File: config.mk
export PLATFORM = sky130hd
export DESIGN_NAME = id_issue
export DESIGN_NICKNAME = d
export VERILOG_FILES = /design/src/rtl/id_issue_pkg.sv /design/src/rtl/id_issue_reg_file.sv /design/src/rtl/id_issue.sv
export SDC_FILE = /design/constraint.sdc
export NUM_CORES = 2
export LEC_CHECK = 0
export BUFFER_PORTS_ARGS = -buffer_cell sky130_fd_sc_hd__buf_2
export CORE_ASPECT_RATIO = 1.75
export CORE_MARGIN = 3
export CORE_UTILIZATION = 58
export CTS_BUF_LIST = sky130_fd_sc_hd__clkbuf_4
export DETAILED_ROUTE_END_ITERATION = 7
export PLACE_DENSITY = 0.79
export SYNTH_ARGS = -nofsm -noshare
export SYNTH_HDL_FRONTEND = slang
export SYNTH_HIERARCHICAL = 1
export SYNTH_SLANG_ARGS = --single-unit
File: constraint.sdc
create_clock -name clk -period 4.1 [get_ports clk]
set_input_delay 1.23 -clock clk [delete_from_list [all_inputs] [get_ports clk]]
set_output_delay 1.23 -clock clk [all_outputs]
set_load 0.05 [all_outputs]
File: src/rtl/id_issue_pkg.sv
// Shared CPU definitions: RV32I major-opcode constants, immediate formats
// and the per-opcode decode table used by issue, ALU and control.
package id_issue_pkg;

    localparam logic [4:0] OPC_LOAD   = 5'b00000;
    localparam logic [4:0] OPC_OP_IMM = 5'b00100;
    localparam logic [4:0] OPC_AUIPC  = 5'b00101;
    localparam logic [4:0] OPC_STORE  = 5'b01000;
    localparam logic [4:0] OPC_OP     = 5'b01100;
    localparam logic [4:0] OPC_LUI    = 5'b01101;
    localparam logic [4:0] OPC_BRANCH = 5'b11000;
    localparam logic [4:0] OPC_JALR   = 5'b11001;
    localparam logic [4:0] OPC_JAL    = 5'b11011;

    typedef enum logic [2:0] {
        IMM_NONE = 3'd0,
        IMM_I    = 3'd1,
        IMM_S    = 3'd2,
        IMM_B    = 3'd3,
        IMM_U    = 3'd4,
        IMM_J    = 3'd5
    } imm_type_e;

    typedef enum logic [1:0] {
        OP1_ZERO = 2'd0,
        OP1_RS1  = 2'd1,
        OP1_PC   = 2'd2
    } op1_sel_e;

    typedef struct packed {
        logic      legal;
        imm_type_e imm_type;
        op1_sel_e  op1_sel;
        logic      op2_rs2;
        logic      use_rs1;
        logic      use_rs2;
        logic      rd_write;
        logic      mem_read;
        logic      mem_write;
    } decode_t;

    typedef struct packed {
        logic [4:0]  opcode;
        logic [2:0]  func3;
        logic        func7;
        logic [31:0] operand1;
        logic [31:0] operand2;
        logic [31:0] store_data;
        logic [31:0] imm;
        logic [31:0] pc;
        logic [4:0]  rd;
        logic        reg_write;
        logic        mem_read;
        logic        mem_write;
        logic        illegal;
    } ex_entry_t;

    // Anything outside the nine supported major opcodes decodes as all-zero,
    // which reads as illegal with no side effects.
    function automatic decode_t decode_opcode(input logic [1:0] quad, input logic [4:0] opcode);
        decode_t d;
        d = '0;
        if (quad == 2'b11) begin
            case (opcode)
                OPC_OP: begin
                    d.legal = 1'b1; d.op1_sel = OP1_RS1; d.op2_rs2 = 1'b1;
                    d.use_rs1 = 1'b1; d.use_rs2 = 1'b1; d.rd_write = 1'b1;
                end
                OPC_BRANCH: begin
                    d.legal = 1'b1; d.imm_type = IMM_B; d.op1_sel = OP1_RS1; d.op2_rs2 = 1'b1;
                    d.use_rs1 = 1'b1; d.use_rs2 = 1'b1;
                end
                OPC_OP_IMM, OPC_JALR: begin
                    d.legal = 1'b1; d.imm_type = IMM_I; d.op1_sel = OP1_RS1;
                    d.use_rs1 = 1'b1; d.rd_write = 1'b1;
                end
                OPC_LOAD: begin
                    d.legal = 1'b1; d.imm_type = IMM_I; d.op1_sel = OP1_RS1;
                    d.use_rs1 = 1'b1; d.rd_write = 1'b1; d.mem_read = 1'b1;
                end
                OPC_STORE: begin
                    d.legal = 1'b1; d.imm_type = IMM_S; d.op1_sel = OP1_RS1;
                    d.use_rs1 = 1'b1; d.use_rs2 = 1'b1; d.mem_write = 1'b1;
                end
                OPC_AUIPC: begin
                    d.legal = 1'b1; d.imm_type = IMM_U; d.op1_sel = OP1_PC; d.rd_write = 1'b1;
                end
                OPC_JAL: begin
                    d.legal = 1'b1; d.imm_type = IMM_J; d.op1_sel = OP1_PC; d.rd_write = 1'b1;
                end
                OPC_LUI: begin
                    d.legal = 1'b1; d.imm_type = IMM_U; d.op1_sel = OP1_ZERO; d.rd_write = 1'b1;
                end
                default: d = '0;
            endcase
        end
        return d;
    endfunction

    function automatic logic [31:0] gen_imm(input imm_type_e t, input logic [31:0] i);
        logic [31:0] imm;
        case (t)
            IMM_I:   imm = {{21{i[31]}}, i[30:20]};
            IMM_S:   imm = {{21{i[31]}}, i[30:25], i[11:7]};
            IMM_B:   imm = {{20{i[31]}}, i[7], i[30:25], i[11:8], 1'b0};
            IMM_U:   imm = {i[31:12], 12'b0};
            IMM_J:   imm = {{12{i[31]}}, i[19:12], i[20], i[30:21], 1'b0};
            default: imm = '0;
        endcase
        return imm;
    endfunction

endpackage

File: src/rtl/id_issue_reg_file.sv
// Integer register file x1..x31 with two combinational read ports and one
// write port; a same-cycle write is forwarded to matching reads.
module reg_file
(
    input  logic        clk,
    input  logic        rst_n,
    input  logic [4:0]  raddr1,
    input  logic [4:0]  raddr2,
    output logic [31:0] rdata1,
    output logic [31:0] rdata2,
    input  logic        we,
    input  logic [4:0]  waddr,
    input  logic [31:0] wdata
);

    logic [31:0] regs_reg [1:31];

    always_ff @(posedge clk or negedge rst_n) begin
        if (!rst_n) begin
            for (int i = 1; i < 32; i++) begin
                regs_reg[i] <= '0;
            end
        end else if (we && waddr != 5'd0) begin
            regs_reg[waddr] <= wdata;
        end
    end

    // x0 is hard-wired; the array has no storage behind address 0.
    always_comb begin
        rdata1 = '0;
        if (raddr1 != 5'd0) begin
            rdata1 = (we && waddr == raddr1) ? wdata : regs_reg[raddr1];
        end
    end

    always_comb begin
        rdata2 = '0;
        if (raddr2 != 5'd0) begin
            rdata2 = (we && waddr == raddr2) ? wdata : regs_reg[raddr2];
        end
    end

endmodule

File: src/rtl/id_issue.sv
// Decode/issue stage: decodes the offered RV32I word, reads operands, checks
// the busy scoreboard and hands one entry at a time to execute.
module id_issue
    import id_issue_pkg::*;
(
    input  logic        clk,
    input  logic        rst_n,
    input  logic        if_valid,
    input  logic [31:0] if_instr,
    input  logic [31:0] if_pc,
    output logic        id_ready,
    input  logic        wb_en,
    input  logic [4:0]  wb_rd,
    input  logic [31:0] wb_data,
    input  logic        flush,
    output logic        ex_valid,
    input  logic        ex_ready,
    output logic [4:0]  ex_opcode,
    output logic [2:0]  ex_func3,
    output logic        ex_func7,
    output logic [31:0] ex_operand1,
    output logic [31:0] ex_operand2,
    output logic [31:0] ex_store_data,
    output logic [31:0] ex_imm,
    output logic [31:0] ex_pc,
    output logic [4:0]  ex_rd,
    output logic        ex_reg_write,
    output logic        ex_mem_read,
    output logic        ex_mem_write,
    output logic        ex_illegal
);

    decode_t     dec;
    logic [4:0]  rs1;
    logic [4:0]  rs2;
    logic [4:0]  rd;
    logic [31:0] rs1_data;
    logic [31:0] rs2_data;
    logic [31:0] imm;
    ex_entry_t   entry_next;
    ex_entry_t   ex_reg;
    logic        ex_valid_reg;
    logic        ex_valid_next;
    logic [31:0] busy_reg;
    logic [31:0] busy_next;
    logic [31:0] busy_eff;
    logic        ex_writes;
    logic        rs1_hz;
    logic        rs2_hz;
    logic        rd_hz;
    logic        hazard;
    logic        accept;
    logic        issue;

    assign rs1 = if_instr[19:15];
    assign rs2 = if_instr[24:20];
    assign rd  = if_instr[11:7];
    assign dec = decode_opcode(if_instr[1:0], if_instr[6:2]);
    assign imm = gen_imm(dec.imm_type, if_instr);

    reg_file u_reg_file (
        .clk    (clk),
        .rst_n  (rst_n),
        .raddr1 (rs1),
        .raddr2 (rs2),
        .rdata1 (rs1_data),
        .rdata2 (rs2_data),
        .we     (wb_en),
        .waddr  (wb_rd),
        .wdata  (wb_data)
    );

    // Per-register scoreboard: a writeback clears, an issue sets, and the
    // issue wins when both name the same register in one cycle.
    assign busy_eff[0]  = busy_reg[0];
    assign busy_next[0] = 1'b0;
    for (genvar gi = 1; gi < 32; gi++) begin : g_busy
        assign busy_eff[gi]  = busy_reg[gi] && !(wb_en && wb_rd == 5'(gi));
        assign busy_next[gi] = (issue && ex_reg.rd == 5'(gi)) || busy_eff[gi];
    end

    assign ex_writes = ex_valid_reg && ex_reg.reg_write;

    always_comb begin
        rs1_hz = dec.use_rs1 && rs1 != 5'd0 && (busy_eff[rs1] || (ex_writes && ex_reg.rd == rs1));
        rs2_hz = dec.use_rs2 && rs2 != 5'd0 && (busy_eff[rs2] || (ex_writes && ex_reg.rd == rs2));
        rd_hz  = dec.rd_write && rd != 5'd0 && (busy_eff[rd] || (ex_writes && ex_reg.rd == rd));
        hazard = if_valid && (rs1_hz || rs2_hz || rd_hz);
    end

    assign id_ready = (!ex_valid_reg || ex_ready) && !hazard;
    assign accept   = if_valid && id_ready && !flush;
    assign issue    = ex_writes && ex_ready && !flush;

    always_comb begin
        entry_next            = '0;
        entry_next.opcode     = if_instr[6:2];
        entry_next.func3      = if_instr[14:12];
        entry_next.func7      = if_instr[30];
        entry_next.imm        = imm;
        entry_next.pc         = if_pc;
        entry_next.rd         = rd;
        entry_next.store_data = rs2_data;
        case (dec.op1_sel)
            OP1_RS1: entry_next.operand1 = rs1_data;
            OP1_PC:  entry_next.operand1 = if_pc;
            default: entry_next.operand1 = '0;
        endcase
        entry_next.operand2   = dec.op2_rs2 ? rs2_data : imm;
        entry_next.reg_write  = dec.rd_write && rd != 5'd0;
        entry_next.mem_read   = dec.mem_read;
        entry_next.mem_write  = dec.mem_write;
        entry_next.illegal    = !dec.legal;
    end

    always_comb begin
        ex_valid_next = ex_valid_reg;
        if (flush) begin
            ex_valid_next = 1'b0;
        end else if (accept) begin
            ex_valid_next = 1'b1;
        end else if (ex_ready) begin
            ex_valid_next = 1'b0;
        end
    end

    // The payload only loads on acceptance, so it holds while execute stalls.
    always_ff @(posedge clk or negedge rst_n) begin
        if (!rst_n) begin
            ex_valid_reg <= 1'b0;
            ex_reg       <= '0;
            busy_reg     <= '0;
        end else begin
            ex_valid_reg <= ex_valid_next;
            busy_reg     <= busy_next;
            if (accept) begin
                ex_reg <= entry_next;
            end
        end
    end

    assign ex_valid      = ex_valid_reg;
    assign ex_opcode     = ex_reg.opcode;
    assign ex_func3      = ex_reg.func3;
    assign ex_func7      = ex_reg.func7;
    assign ex_operand1   = ex_reg.operand1;
    assign ex_operand2   = ex_reg.operand2;
    assign ex_store_data = ex_reg.store_data;
    assign ex_imm        = ex_reg.imm;
    assign ex_pc         = ex_reg.pc;
    assign ex_rd         = ex_reg.rd;
    assign ex_reg_write  = ex_reg.reg_write;
    assign ex_mem_read   = ex_reg.mem_read;
    assign ex_mem_write  = ex_reg.mem_write;
    assign ex_illegal    = ex_reg.illegal;

endmodule

# ---- Yosys cells after proc, flatten, opt, wreduce, memory -nomap -nowiden
# Index checks and enable logic that the tools add are counted.
dict set report word_totals {
  output_inout_bits 180
  reg_bits 1202
  word_cells 373
}
dict set report op_classes {
  eq_ne 83
  mux 35
  bitwise 3
  magnitude_cmp 7
  reduce_logical 199
}
# op count
set op_table {}
lappend op_table {{$bwmux W992} 1}
lappend op_table {{$bmux W32 S5} 2}
lappend op_table {{$mux W32} 10}
lappend op_table {{$eq A5 B5 Y1 const B} 35}
lappend op_table {{$demux W32 S5} 1}
lappend op_table {{$pmux W32 S5} 1}
lappend op_table {{$logic_and A1 B1 Y1} 113}
lappend op_table {{$eq A5 B4 Y1 const B} 19}
lappend op_table {{$pmux W32 S2} 1}
lappend op_table {{$eq A5 B3 Y1 const B} 10}
lappend op_table {{$logic_or A1 B1 Y1} 37}
lappend op_table {{$logic_not A1 Y1} 35}
lappend op_table {{$eq A5 B5 Y1} 5}
lappend op_table {{$eq A5 B2 Y1 const B} 4}
lappend op_table {{$reduce_bool A5 Y1} 4}
lappend op_table {{$ge A6 B6 Y1 const B} 3}
lappend op_table {{$lt A5 B6 Y1 const B} 3}
lappend op_table {{$not A5 Y6} 3}
lappend op_table {{$bmux W1 S5} 3}
lappend op_table {{$pmux W3 S5} 1}
lappend op_table {{$mux W1} 13}
lappend op_table {{$mux W12} 1}
lappend op_table {{$eq A5 B1 Y1 const B} 2}
lappend op_table {{$reduce_or A9 Y1} 1}
lappend op_table {{other kinds (13)} 19}

# ---- Logic depth before layout (Yosys ltp)
dict set report logic_depth {
  depth_word 17
  depth_mapped 12
}

# ---- By module
# Netlist, hierarchy kept.
# mod area_each_um2 seq_area_each_um2 cells_per_inst n_inst
set by_module_without_submodules {}
lappend by_module_without_submodules {reg_file 53805.4 24823.8 3782 1}
lappend by_module_without_submodules {id_issue 10495.1 5255.0 883 1}

# ---- Worst setup path after synthesis
# No wires, ideal clock.
dict set report synth_timing {
  path_type {input port to output port}
  start {in wb_rd[1]}
  end {out id_ready}
  slack_ns -1.184
  path_stages 8
  arrival_ns 4.054
  n_path_buf 0
  path_cell_list {or4b_1 -> o21ai_1 -> mux2i_1 -> a221oi_1 -> o21ai_1 -> o311ai_2 -> nand3_1 -> a21boi_0}
}
dict set report synth_via {
  elab_chain_len 13
}
# element line
set synth_rtl {}
lappend synth_rtl {{start, declared} id_issue.sv:13} ;# input logic [4:0] wb_rd,
lappend synth_rtl {{$eq A5 B1 Y1, or another cell as far along} id_issue.sv:78} ;# assign busy_eff[gi] = busy_reg[gi] && !(wb_en && wb_rd == 5'(gi));
lappend synth_rtl {{$logic_and A1 B1 Y1} id_issue.sv:78}
lappend synth_rtl {{$logic_not A1 Y1} id_issue.sv:78}
lappend synth_rtl {{$logic_and A1 B1 Y1} id_issue.sv:78}
lappend synth_rtl {{$bmux W1 S5 (on tied branches)} {id_issue.sv:85, id_issue.sv:86}}
lappend synth_rtl {{$mux W1 (on tied branches)} {id_issue.sv:85, id_issue.sv:86}}
lappend synth_rtl {{$logic_or A1 B1 Y1 (on tied branches)} {id_issue.sv:85, id_issue.sv:86}}
lappend synth_rtl {{$logic_and A1 B1 Y1 (on tied branches)} {id_issue.sv:85, id_issue.sv:86}}
lappend synth_rtl {{$logic_or A1 B1 Y1} id_issue.sv:88} ;# hazard = if_valid && (rs1_hz || rs2_hz || rd_hz);
lappend synth_rtl {{$logic_or A1 B1 Y1 *} id_issue.sv:88}
lappend synth_rtl {{$logic_and A1 B1 Y1 *} id_issue.sv:88}
lappend synth_rtl {{$logic_not A1 Y1 *} id_issue.sv:91} ;# assign id_ready = (!ex_valid_reg || ex_ready) && !hazard;
lappend synth_rtl {{$logic_and A1 B1 Y1 *} id_issue.sv:91}
lappend synth_rtl {{end, declared} id_issue.sv:11} ;# output logic id_ready,
# Every way passes the cells marked *; elsewhere a longest branch is shown, timed or not. The select of a mux whose other input is x is not followed.

# ---- Worst setup path in the final report
dict set report layout_timing {
  start {in wb_rd[0]}
  end {out id_ready}
}
# The elaborated chain is that of the path after synthesis.

==> results.py <==
metrics = {
    "outcome": {
        "status": "finished, violations left",
        "violations": "negative setup slack",
    },
    "layout": {
        "n_fill_cell": 7854,
        "areaGrowthSynthToFinish_pct": 13.7,
        "final_cells": 6818,
        "nets": 5281,
        "seqCellArea_um2": 30100,
        "largest_register_ffs": 992,
        "drive_gt1_share_pct": 51.7,
        "multi_input_area_um2": 32100,
    },
    "cts": {
        "htree_levels": 5,
        "insertion_delay_ns": 1.26,
        "cts.sinks": 1202,
        "clk_pin_slew_ns": 0.07,
        "cts_tree": "yes",
        "clockBufferDepth": 4,
        "root_buffer": "clkbuf_4",
        "cts_buffers": 287,
    },
    "worst_setup_path": {
        "crit_chain": "buf_2 > buf_6 > nand2b_1 > buf_12 > o21ai_0 > mux4_2 > a21o_1 > o221ai_2 > o311ai_4 > nand3_4 > a21boi_4 > buf_6",
        "crit_required_ns": 2.87,
        "r2r-start": "ex_rd[3]",
        "cp-startpoint": "wb_rd[0]",
        "r2r_setup_slack_ns": 1.14,
        "arrival_ns": 3.47,
        "cp_max_fo": 17,
        "slowest_stage": "mux4_2",
        "cpMostUsedCell": "buf_6",
        "worstSetupPathType": "in -> out",
        "end_kind": "output pin",
        "critPathLaunchType": "input port",
        "max_stage_delay_ns": 0.48,
        "path_delay_family": "compound AO/OA/AOI/OAI gates",
        "crit_buf_inv": 4,
    },
    "placed_design": {
        "gp_congestion": 0.957,
        "dp_hpwl_um": 138000,
        "dpl.cell_count": 6346,
        "numPortBuffers": 286,
    },
    "grt": {
        "antenna_found_initial": 10,
        "grt_pass1_wl_um": 310000,
        "grt-ovfl-total": 0,
        "grt_pass1_vias": 49959,
        "globalRouteTotalUtil_pct": 36.3,
        "grt_max_degree": 103,
    },
    "min_path": {
        "worstHoldStart": "if_pc[24]",
        "hold_path.class": "in -> reg",
    },
    "timing": {
        "slew_violations": 0,
        "hold_viol_final": 0,
        "fin_hold_ws_ns": 0.200,
        "max_freq_ghz": 0.213,
        "fin_worst_skew_ns": 0.0653,
        "rsz0062_at_grt": "yes",
        "min_period_over_period_pct": 115,
        "layout_setup_ws_ns": -0.600,
        "final-setup-viol-count": 1,
        "worst_pin_slew_ns": 0.858,
        "relSlewSlack_pct": 42.8,
        "period_needed_ns": 4.70,
    },
    "routing": {
        "wl_per_cell_um": 30.5,
        "drcViolationCount": 0,
        "initialDrtViolationCount": 4826,
        "routed_wl_um": 208000,
        "num_vias": 46902,
        "firstDrtPassIters": 6,
        "vias_per_cell": 6.88,
        "antenna_left": 0,
    },
    "logic_synthesis": {
        "synth_edf_count": 0,
        "ys_seq_area_share_pct": 46.8,
        "synthesis.nets": 4774,
        "avgSynthCellArea_um2": 13.8,
        "postSynthCellCount": 4665,
        "async_flop_share_pct": 100,
        "synthFlopType": "dfrtp_1",
        "synth_warnings": 6,
        "ys_ff_latch": 1202,
        "synth_cell_types": 67,
        "mappedNetlistArea_um2": 64300,
    },
    "pwr": {
        "fin_total_pwr_mw": 32.7,
        "power_density_nw_per_um2": 448,
        "peakVddDrop_mv": 0.223,
        "p_leak_nw": 33.0,
    },
    "die": {
        "io-pin-count": 287,
        "row_count": 161,
        "die_h_um": 446,
        "initial_core_util_pct": 58.5,
        "core-area_um2": 110000,
        "die_w_um": 258,
        "dieArea_um2": 115000,
    },
    "run": {
        "maxCapViolCount": 0,
    },
}
layer usage:
layer	vias to the layer above	part of all wire (%)	wire [um]	GRT usage, %
met5	-	0.039	82	0
met4	12	7.9	16400	25.5
met3	897	8.8	18200	8.89
met2	2739	49	103000	60.7
met1	24224	34	70300	40.8
li1	19030	-	-	-
Yosys cell counts, types with 54 or more instances:
| cell type | count | area [um2] |
|---|---|---|
| nor2b_1 | 65 | 407 |
| mux2_2 | 1185 | 13300 |
| o21ai_0 | 136 | 681 |
| mux2i_1 | 136 | 1360 |
| nand2_1 | 107 | 402 |
| clkbuf_1 | 228 | 856 |
| buf_2 | 125 | 626 |
| buf_1 | 57 | 214 |
| a221oi_1 | 108 | 946 |
| nor2_1 | 120 | 450 |
| dfrtp_1 | 1202 | 30100 |
| mux2_1 | 102 | 1150 |
| o22ai_1 | 79 | 494 |
| mux4_2 | 399 | 8990 |
| a22oi_1 | 54 | 405 |
| nor3_1 | 59 | 295 |
where the power goes:
part | internal (mW) | leakage, nW | switching (mW)
logic | 4.14 | 15.6 | 3.85
clock network | 4.46 | 1.95 | 4.74
registers | 14.0 | 15.5 | 1.57
cell type report:
type / instances / area share (%)
Clock buffer: 399 / 4.10
Tap cell: 1467 / 2.51
Timing Repair Buffer: 700 / 7.76
Inverter: 27 / 0.139
Antenna cell: 8 / 0.0274
Clock inverter: 61 / 0.327
Sequential cell: 1202 / 41.2
Multi-Input combinational cell: 2954 / 44.0
stage by stage:
step | utilization [%] | TNS (ns) | worst slack [ns] | area (um2)
6_report | 66.4 | -0.600 | -0.600 | 73100
4_1_cts | 66.4 | -0.585 | -0.585 | 73100
2_1_floorplan | - | -0.259 | -0.259 | 64300
3_5_place_dp | 63.3 | -42.35 | -0.898 | 69600
5_1_grt | 66.4 | -0.696 | -0.696 | 73100
3_3_place_gp | 63.3 | -41.71 | -0.892 | 69600
cells by family after synthesis:
group | share of synthesized area [%]
multiplexers | 38.6
flip-flops | 46.8
AO/OA/AOI/OAI | 6.70
buffers and inverters | 3.75
AND/OR/NAND/NOR | 3.78
XOR/XNOR | 0.327
adder cells (fa/ha/maj) | 0.0389
worst paths after layout:
kind	end	cells after the start
min in group asynchronous	ex_store_data[17]	2
max in group asynchronous	ex_operand1[0]	4
setup / recovery	id_ready	12
hold reg to reg	ex_pc[10]	1
setup reg to reg	ex_operand1[20]	13
hold / removal	ex_pc[24]	2
cells in the final DEF (no fill, tap or decap), types with 104 or more instances in the layout:
master	instances
a221oi_1	108
o21ai_0	131
mux4_2	399
mux2i_1	136
buf_4	330
mux2_2	1185
buf_2	273
dfrtp_1	1198
clkbuf_4	399
nor2_1	104
repair_timing:
action,CTS,global route
hold endpoints to repair,44,0
setup buffers,3,0
hold buffers,1,0
setup endpoints to repair,1,1
cloned,0,0
pin swaps,7,6
gates resized for setup,38,6
Note: power is estimated with default switching activity, not from simulation.
